### src/rtl/ctrl_seq_if.sv
// rtl/ctrl_seq_if.sv - select lines and memory handshake between ctrl_seq and the memory controller/datapath
interface ctrl_seq_if #(
  parameter int DATA_BUS_WIDTH = 8,
  parameter int REG_SEL_WIDTH  = 2
);
  logic [1:0]                mem_ctrl_op;
  logic [1:0]                addr_reg_op;
  logic                      addr_sel;
  logic [2:0]                alu_op;
  logic                      reg_op;
  logic [REG_SEL_WIDTH-1:0]  reg_sel_in;
  logic [REG_SEL_WIDTH-1:0]  reg_sel_1;
  logic [REG_SEL_WIDTH-1:0]  reg_sel_2;
  logic [1:0]                mux_sel;
  logic [DATA_BUS_WIDTH-1:0] bus_data_in;
  logic                      mem_op_done;
  logic                      flag_zero;
  logic                      flag_carry;

  modport master (
    output mem_ctrl_op, addr_reg_op, addr_sel, alu_op, reg_op,
           reg_sel_in, reg_sel_1, reg_sel_2, mux_sel,
    input  bus_data_in, mem_op_done, flag_zero, flag_carry
  );

  modport slave (
    input  mem_ctrl_op, addr_reg_op, addr_sel, alu_op, reg_op,
           reg_sel_in, reg_sel_1, reg_sel_2, mux_sel,
    output bus_data_in, mem_op_done, flag_zero, flag_carry
  );
endinterface

### src/rtl/ctrl_seq.sv
// rtl/ctrl_seq.sv - multi-cycle fetch/decode/execute sequencer with memory-wait timeout and halt/resume
module ctrl_seq #(
  parameter int DATA_BUS_WIDTH = 8,
  parameter int REG_SEL_WIDTH  = 2,
  parameter int MEM_TIMEOUT    = 15
) (
  input  logic       clock,
  input  logic       reset,
  input  logic       resume,
  output logic       halted,
  output logic       fault,
  ctrl_seq_if.master bus
);
  localparam logic [2:0] S_FETCH  = 3'd0;
  localparam logic [2:0] S_DECODE = 3'd1;
  localparam logic [2:0] S_EXEC   = 3'd2;
  localparam logic [2:0] S_HALT   = 3'd3;
  localparam logic [2:0] S_FAULT  = 3'd4;

  localparam logic [3:0] OP_MOV = 4'h1;
  localparam logic [3:0] OP_ADD = 4'h2;
  localparam logic [3:0] OP_SUB = 4'h3;
  localparam logic [3:0] OP_AND = 4'h4;
  localparam logic [3:0] OP_OR  = 4'h5;
  localparam logic [3:0] OP_XOR = 4'h6;
  localparam logic [3:0] OP_LDI = 4'h7;
  localparam logic [3:0] OP_LD  = 4'h8;
  localparam logic [3:0] OP_ST  = 4'h9;
  localparam logic [3:0] OP_JMP = 4'hA;
  localparam logic [3:0] OP_JZ  = 4'hB;
  localparam logic [3:0] OP_JC  = 4'hC;
  localparam logic [3:0] OP_HLT = 4'hF;

  localparam logic [1:0] MEM_NOP   = 2'd0;
  localparam logic [1:0] MEM_READ  = 2'd1;
  localparam logic [1:0] MEM_WRITE = 2'd2;
  localparam logic [1:0] ADDR_INC  = 2'd1;
  localparam logic [1:0] ADDR_LOAD = 2'd2;

  localparam int CW = (MEM_TIMEOUT > 0) ? $clog2(MEM_TIMEOUT + 1) : 1;

  logic [2:0]                state, state_next;
  logic [DATA_BUS_WIDTH-1:0] ir;
  logic [CW-1:0]             tmo_cnt;
  logic                      exec_first;
  logic                      cond_q;
  logic                      cond_now;
  logic                      waiting;
  logic                      timeout_hit;

  logic [3:0]               op;
  logic [REG_SEL_WIDTH-1:0] rd, rs;

  assign op = ir[DATA_BUS_WIDTH-1 -: 4];
  assign rd = ir[2*REG_SEL_WIDTH-1 -: REG_SEL_WIDTH];
  assign rs = ir[REG_SEL_WIDTH-1:0];

  // Jump condition is frozen on the first EXEC cycle so a flag change during the wait has no effect.
  assign cond_now = exec_first ? ((op == OP_JZ) ? bus.flag_zero : bus.flag_carry) : cond_q;

  assign timeout_hit = (MEM_TIMEOUT != 0) && ((int'(tmo_cnt) + 1) >= MEM_TIMEOUT);

  always_comb begin
    bus.mem_ctrl_op = MEM_NOP;
    bus.addr_reg_op = 2'd0;
    bus.addr_sel    = 1'b0;
    bus.alu_op      = 3'd0;
    bus.reg_op      = 1'b0;
    bus.reg_sel_in  = '0;
    bus.reg_sel_1   = '0;
    bus.reg_sel_2   = '0;
    bus.mux_sel     = 2'd0;
    halted          = 1'b0;
    fault           = 1'b0;
    waiting         = 1'b0;
    state_next      = state;
    if (!reset) begin
      case (state)
        S_FETCH: begin
          bus.mem_ctrl_op = MEM_READ;
          waiting         = 1'b1;
          if (bus.mem_op_done) begin
            bus.addr_reg_op = ADDR_INC;
            state_next      = S_DECODE;
          end
        end
        S_DECODE: state_next = S_EXEC;
        S_EXEC: begin
          state_next = S_FETCH;
          case (op)
            OP_MOV: begin
              bus.reg_sel_2  = rs;
              bus.reg_sel_in = rd;
              bus.reg_op     = 1'b1;
            end
            OP_ADD, OP_SUB, OP_AND, OP_OR, OP_XOR: begin
              bus.alu_op     = op[2:0] - 3'd1;
              bus.reg_sel_1  = rd;
              bus.reg_sel_2  = rs;
              bus.reg_sel_in = rd;
              bus.reg_op     = 1'b1;
            end
            OP_LDI: begin
              bus.mem_ctrl_op = MEM_READ;
              waiting         = 1'b1;
              if (bus.mem_op_done) begin
                bus.reg_op      = 1'b1;
                bus.mux_sel     = 2'd1;
                bus.reg_sel_in  = rd;
                bus.addr_reg_op = ADDR_INC;
              end
            end
            OP_LD: begin
              bus.mem_ctrl_op = MEM_READ;
              bus.addr_sel    = 1'b1;
              bus.reg_sel_2   = rs;
              waiting         = 1'b1;
              if (bus.mem_op_done) begin
                bus.reg_op     = 1'b1;
                bus.mux_sel    = 2'd1;
                bus.reg_sel_in = rd;
              end
            end
            OP_ST: begin
              bus.mem_ctrl_op = MEM_WRITE;
              bus.addr_sel    = 1'b1;
              bus.reg_sel_2   = rs;
              bus.reg_sel_1   = rd;
              waiting         = 1'b1;
            end
            OP_JMP, OP_JZ, OP_JC: begin
              if (op == OP_JMP || cond_now) begin
                bus.mem_ctrl_op = MEM_READ;
                waiting         = 1'b1;
                if (bus.mem_op_done) bus.addr_reg_op = ADDR_LOAD;
              end else begin
                bus.addr_reg_op = ADDR_INC;
              end
            end
            OP_HLT:  state_next = S_HALT;
            default: ;
          endcase
        end
        S_HALT: begin
          halted = 1'b1;
          if (resume) state_next = S_FETCH;
        end
        S_FAULT: fault = 1'b1;
        default: state_next = S_FETCH;
      endcase
      // Any held memory access without completion either stays put or times out.
      if (waiting && !bus.mem_op_done) state_next = timeout_hit ? S_FAULT : state;
    end
  end

  always_ff @(posedge clock) begin
    if (reset) begin
      state      <= S_FETCH;
      ir         <= '0;
      tmo_cnt    <= '0;
      exec_first <= 1'b0;
      cond_q     <= 1'b0;
    end else begin
      state      <= state_next;
      if (state == S_FETCH && bus.mem_op_done) ir <= bus.bus_data_in;
      tmo_cnt    <= (waiting && !bus.mem_op_done) ? tmo_cnt + CW'(1) : '0;
      exec_first <= (state == S_DECODE);
      cond_q     <= cond_now;
    end
  end
endmodule

### src/flat_wrapper.sv
// flat-port wrapper written by rule: the top's interface ports become plain ports
module ctrl_seq_flat 
#(
  parameter int DATA_BUS_WIDTH = 8,
  parameter int REG_SEL_WIDTH  = 2,
  parameter int MEM_TIMEOUT    = 15
)
  (clock, reset, resume, halted, fault, bus_mem_ctrl_op, bus_addr_reg_op, bus_addr_sel, bus_alu_op, bus_reg_op, bus_reg_sel_in, bus_reg_sel_1, bus_reg_sel_2, bus_mux_sel, bus_bus_data_in, bus_mem_op_done, bus_flag_zero, bus_flag_carry);
  ctrl_seq_if #(.DATA_BUS_WIDTH(DATA_BUS_WIDTH), .REG_SEL_WIDTH(REG_SEL_WIDTH)) bus_i ();
  input  logic clock;
  input  logic reset;
  input  logic resume;
  output logic halted;
  output logic fault;
  output wire logic [$bits(bus_i.mem_ctrl_op)-1:0] bus_mem_ctrl_op;
  output wire logic [$bits(bus_i.addr_reg_op)-1:0] bus_addr_reg_op;
  output wire logic [$bits(bus_i.addr_sel)-1:0] bus_addr_sel;
  output wire logic [$bits(bus_i.alu_op)-1:0] bus_alu_op;
  output wire logic [$bits(bus_i.reg_op)-1:0] bus_reg_op;
  output wire logic [$bits(bus_i.reg_sel_in)-1:0] bus_reg_sel_in;
  output wire logic [$bits(bus_i.reg_sel_1)-1:0] bus_reg_sel_1;
  output wire logic [$bits(bus_i.reg_sel_2)-1:0] bus_reg_sel_2;
  output wire logic [$bits(bus_i.mux_sel)-1:0] bus_mux_sel;
  input wire logic [$bits(bus_i.bus_data_in)-1:0] bus_bus_data_in;
  input wire logic [$bits(bus_i.mem_op_done)-1:0] bus_mem_op_done;
  input wire logic [$bits(bus_i.flag_zero)-1:0] bus_flag_zero;
  input wire logic [$bits(bus_i.flag_carry)-1:0] bus_flag_carry;
  assign bus_mem_ctrl_op = bus_i.mem_ctrl_op;
  assign bus_addr_reg_op = bus_i.addr_reg_op;
  assign bus_addr_sel = bus_i.addr_sel;
  assign bus_alu_op = bus_i.alu_op;
  assign bus_reg_op = bus_i.reg_op;
  assign bus_reg_sel_in = bus_i.reg_sel_in;
  assign bus_reg_sel_1 = bus_i.reg_sel_1;
  assign bus_reg_sel_2 = bus_i.reg_sel_2;
  assign bus_mux_sel = bus_i.mux_sel;
  assign bus_i.bus_data_in = bus_bus_data_in;
  assign bus_i.mem_op_done = bus_mem_op_done;
  assign bus_i.flag_zero = bus_flag_zero;
  assign bus_i.flag_carry = bus_flag_carry;
  ctrl_seq #(.DATA_BUS_WIDTH(DATA_BUS_WIDTH), .REG_SEL_WIDTH(REG_SEL_WIDTH), .MEM_TIMEOUT(MEM_TIMEOUT)) u_core (.clock(clock), .reset(reset), .resume(resume), .halted(halted), .fault(fault), .bus(bus_i));
endmodule
### config.mk
export PLATFORM = sky130hd
export DESIGN_NAME = ctrl_seq_flat
export DESIGN_NICKNAME = d
export VERILOG_FILES = /design/src/rtl/ctrl_seq_if.sv /design/src/rtl/ctrl_seq.sv /design/src/flat_wrapper.sv
export SDC_FILE = /design/constraint.sdc
export NUM_CORES = 1
export LEC_CHECK = 0
export ABC_AREA = 0
export ABC_CLOCK_PERIOD_IN_PS = 4600
export BUFFER_PORTS_ARGS = -buffer_cell sky130_fd_sc_hd__buf_2
export CORE_MARGIN = 2
export CORE_UTILIZATION = 54
export DETAILED_ROUTE_END_ITERATION = 16
export GPL_ROUTABILITY_DRIVEN = 0
export MAX_ROUTING_LAYER = met4
export PLACE_DENSITY = 0.83
export SLEW_MARGIN = 20
export SYNTH_ARGS = -nofsm -noshare
export SYNTH_HDL_FRONTEND = slang
export SYNTH_SLANG_ARGS = --single-unit
### constraint.sdc
create_clock -name clock -period 4.6 [get_ports clock]
set_input_delay 0.46 -clock clock [delete_from_list [all_inputs] [get_ports clock]]
set_output_delay 0.46 -clock clock [all_outputs]
set_load 0.01 [all_outputs]
# == Yosys cells after proc, flatten, opt, wreduce, memory -nomap -nowiden ==
# Index checks and enable logic that the tools add are counted.
# word_totals
reg_bits,17
wordCells,97
# op_classes
add_sub_neg,3
magnitude_cmp,1
eq_ne,21
mux,50
bitwise,1
reduce_logical,16
# op_table
cell,n
$mux 2,17
$ge 32x5->1 const B,1
$eq 4x4->1 const B,6
$mux 3,7
$mux 1,17
$eq 4x3->1 const B,4
$pmux 2 s2,4
$pmux 3 s5,1
$reduce_or 6->1,2
$eq 4x2->1 const B,2
$reduce_or 8->1,1
$eq 3x2->1 const B,2
$ne 3x2->1 const B,2
$pmux 1 s2,3
$pmux 2 s3,1
$reduce_or 2->1,3
$reduce_or 3->1,2
$add 4x1->5 const B,1
$reduce_or 5->1,1
$add 4x1->4 const B,1
$eq 4x1->1 const B,1
$ne 2x1->1 const B,2
$reduce_and 4->1,1
$eq 3x1->1 const B,1
7 further kinds,9

# == Logic depth before layout (Yosys ltp) ==
# depth
depth_word,12
ltp_mapped,7
ltp_nobuf,7

# == Worst setup path after synthesis ==
# OpenSTA, ideal clock, no wires.
# synth_timing
path_type,register to output
from,reg u_core.ir[4]
to,out bus_mem_ctrl_op[0]
arrival_time_ps,1338
required_time_ps,4140
slack_ps,2802
stages_incl_launch_ff,6
path_buffers,0
path_cell_list,dfxtp_1 -> ha_1 -> nand3b_1 -> mux2i_2 -> o21ai_2 -> a31oi_1
# synth_between
elab_chain_cells,8
word_cells_on_any_way,15
cone_classes,eq/ne: 6; mux: 6; reduce/logical: 3
# synth_lines
item,line,rtl
from (decl),ctrl_seq.sv:43,logic [DATA_BUS_WIDTH-1:0] ir;
from (signal assigned),ctrl_seq.sv:165,if (state == S_FETCH && bus.mem_op_done) ir <= bus.bus_data_in;
$eq 4x4->1,"ctrl_seq.sv:59, ctrl_seq.sv:90",
$mux 1 (2 in series),ctrl_seq.sv:59,assign cond_now = exec_first ? ((op == OP_JZ) ? bus.flag_zero : bus.flag_carry) : cond_q;
$logic_or 1x1->1,ctrl_seq.sv:132,if (op == OP_JMP || cond_now) begin
$mux 1,ctrl_seq.sv:132,
$pmux 2 s3 (*),ctrl_seq.sv:90,case (op)
$pmux 2 s2 (*),ctrl_seq.sv:78,case (state)
$mux 2 (*),ctrl_seq.sv:77,if (!reset) begin
to (decl),flat_wrapper.sv:15,output wire logic [$bits(bus_i.mem_ctrl_op)-1:0] bus_mem_ctrl_op;
# Every way passes the cells marked *; elsewhere a longest branch is shown, timed or not.

# == Worst setup path in the final report ==
# layout_timing
from,reg u_core.ir[4]
to,out bus_alu_op[1]
# layout_between
elab_chain_cells,5
word_cells_on_any_way,10
cone_classes,add/sub: 1; eq/ne: 5; mux: 3; reduce/logical: 1
# layout_lines
item,line,rtl
$eq 4x2->1 or $eq 4x3->1 (tied branches),ctrl_seq.sv:90,
$reduce_or 5->1,n/a,
$mux 3 (*),ctrl_seq.sv:90,
$mux 3 (*),ctrl_seq.sv:78,
$mux 3 (*),ctrl_seq.sv:77,
to (decl),flat_wrapper.sv:18,output wire logic [$bits(bus_i.alu_op)-1:0] bus_alu_op;
# Marked as above.

==> flow_summary_export.csv <==
group,metric,value,unit
outcome,status,"complete, no violations",
synth,netlist_area,1100,um2
min_path,hold_path.class,"in2reg",
critical_path,end_kind,"output pin",
synth,synth_cells,153,
global_route,use_met2,38.06,%
sta,hold_violations,0,
critical_path,arrival,1.94,ns
synth,muxShareOfSynthArea,3.072,%
drt,drt-wirelength-per-cell,11.81,um
global_route,antenna_found_initial,0,
place,port_buffers,31,
drt,drt-initial-drc-count,36,
floorplan,start_util,56.64,%
synth,synth_top_family_by_area,"simple AND/OR/NAND/NOR gates",
clocking,cts_max_level,1,
critical_path,slowest_stage,"dfxtp_1",
drt,wirelength,2468,um
floorplan,fp.dieH,49.13,um
critical_path,crit-reg2reg-launch,"u_core.ir[7]",
critical_path,crit_type,"reg2out",
synth,synth_compound_area_share,17.63,%
critical_path,worst-r2r-cell-count,5,
synth,yosys.area_share.simple,32.65,%
critical_path,worstPathCellList,"inv_1 -> ha_1 -> nor2_1 -> a21oi_1 -> o21ai_0 -> nor2_1 -> buf_2",
drt,drc_errors,0,
sta,slew_viol_final,0,
synth,ys_types,37,
synth,synth_seq_area_share,30.94,%
clocking,post_cts_buffers,0,
place,place_ws,2.537,ns
clocking,cts_buffers,3,
flow_run,maxCapViolCount,0,
sta,period_needed,2.397,ns
floorplan,die_w,49.13,um
floorplan,row_count,16,
global_route,met3_usage,3.988,%
global_route,gr-usage-met1,27.36,%
critical_path,cpMostUsedCell,"nor2_1",
finish,diodes,0,
drt,detail-route-antenna-nets,0,
synth,synthAdderAreaFrac,7.964,%
clocking,cts_tree,"done",
power_and_ir_drop,finalPower,300.7,uW
sta,timing.fmax,417.3,MHz
finish,stdcell_area,1287,um2
drt,drtPass1Iterations,4,
sta,finalClockSkew,0.009769,ns
sta,rsz0062_at_grt,"no",
critical_path,cp_max_fo,5,
clocking,clkSinkCount,17,
global_route,grt_overflow_total,0,
clocking,cts_resized,0,
sta,setup_viol,0,
floorplan,dieArea,2414,um2
synth,syn_nets,174,
clocking,clk_pin_slew,0.11,ns
critical_path,cp.required,4.14,ns
drt,routed-via-count,1113,
synth,synth-xor-area-share,2.389,%
clocking,cts_root_buffer,"clkbuf_4",
clocking,cts_buffer_depth,2,
critical_path,setup.worst_path.start,"u_core.ir[4]",
global_route,grt_max_degree,15,
critical_path,slowest_delay,0.42,ns
synth,ys.warnings.count,0,
place,hpwlAfterDp,1859,um
global_route,grt_pass1_wl,4209,um
min_path,holdCritStartpoint,"resume",
power_and_ir_drop,leakage,0.6093,nW
sta,setup_ws,2.203,ns
sta,fin_crit_sh,52.10,%
power_and_ir_drop,power_density,233.5,nW/um2
floorplan,core_area,1942,um2
clocking,clk_latency,0.30,ns
sta,setup_tns,0,ns
drt,viasPerCell,5.325,
floorplan,io_pins,33,
global_route,busiest_layer,"met2",
finish,area_delta_synth_final,17.06,%
power_and_ir_drop,ir_drop,0.1885,mV
synth,synth_seq_cells,17,
critical_path,worst_setup_path_start_kind,"register",
clocking,hold_buffers,0,
global_route,grt_pass1_vias,1043,
critical_path,r2r_slack,2.76,ns
synth,syn_area_per_cell,7.188,um2
place,placed_cell_area,1260,um2
finish,fin_nets,204,
min_path,hold_path_depth,2,
finish,drive_above_1_share,21.43,%
global_route,grt_usage,22.62,%
[through the flow]
step | instances | hold WS [ns] | util [%]
final | 209 | 0.3476 | 66.30
after global routing | 209 | 0.3642 | 66.30
after CTS | 209 | 0.3457 | 66.30
after detailed placement | 205 | 0.4581 | 64.88
after global placement | 205 | 0.4431 | 64.88
after floorplan | 153 | 0.4363 | -
[Yosys cell counts (all sizes together)]
master,number,share of area [%]
mux2i,3,3.1
conb,1,0.34
xor2,1,0.80
nand2,24,8.4
buf,3,1.6
or3,2,1.1
a32oi,1,0.80
nor2b,4,2.3
xnor2,2,1.6
clkbuf,3,1.0
nor4b,2,1.6
nand3b,1,0.68
a211o,1,0.80
o2bb2ai,1,0.80
and3,2,1.1
a211oi,1,0.68
a21oi,15,6.8
o211ai,1,0.68
o32ai,1,0.80
inv,7,2.4
and2,7,4.0
dfxtp,17,31
a31oi,1,0.57
ha,7,8.0
o21ai,6,3.1
nand2b,2,1.1
o311a,1,0.91
o21bai,1,1.0
nor3,1,0.45
a21o,1,0.68
nor2,28,9.6
nand3,5,2.3
[path summary, 6_finish.rpt]
| check | to |
|---|---|
| max reg2reg | u_core.state[2] |
| min reg2reg | u_core.ir[3] |
| max | bus_alu_op[1] |
| min | u_core.state[0] |
[flip-flops by register name (all words and copies together), names as in the netlist]
| signal | flops |
|---|---|
| u_core.ir | 8 |
| u_core.exec_first | 1 |
| u_core.cond_q | 1 |
| u_core.state | 3 |
| u_core.tmo_cnt | 4 |
[where the power goes]
group	switching, mW	internal [mW]	total (mW)	leakage (nW)
clock network	0.0509	0.0325	0.0833	0.0177
logic	0.0307	0.0227	0.0534	0.453
registers	0.00971	0.154	0.164	0.139
total	0.0912	0.209	0.301	0.609
[critical path, delay by kind of cell (launching register included)]
family | cells | cell delay (ns)
buf+inv | 2 | 0.25
simple gates | 2 | 0.27
compound gates | 2 | 0.44
flops | 1 | 0.42
fa+ha+maj | 1 | 0.26
[layer usage]
layer  routed length (um)  vias to the layer above
li1                     -                      567
met5                    0                        -
met3                  126                        5
met4                   31                        0
met2                 1159                       42
met1                 1150                      499
[final cells by class]
cell class                      count  area (um2)
Fill cell                         186       654.4
Clock buffer                        3       22.52
Inverter                            7       26.28
Tap cell                           27       33.78
Clock inverter                      1       5.005
Multi-Input combinational cell    123       704.4
Timing Repair Buffer               31       155.1
Sequential cell                    17       340.3
[logic make-up (layout without fill, tap and decap cells)]
group / Yosys count / after routing
AOI/OAI and AO/OA: 31 / 31
adders and majority gates: 7 / 7
xor gates and xnor gates: 3 / 3
buffers and inverters: 13 / 42
other: 1 / 1
muxes: 3 / 3
and+or+nand+nor: 78 / 78
DFF: 17 / 17
[cell usage in the layout, fill, tap and decap left out, types with 3 or more instances in the layout]
cell type  instances
clkbuf_4           3
nand3_1            5
ha_1               7
and2_1             7
nor2_1            28
dfxtp_1           17
inv_1              7
nor2b_1            4
o21ai_0            4
buf_2             31
a21oi_1           15
nand2_1           23
(Power assumes the default switching activity.)
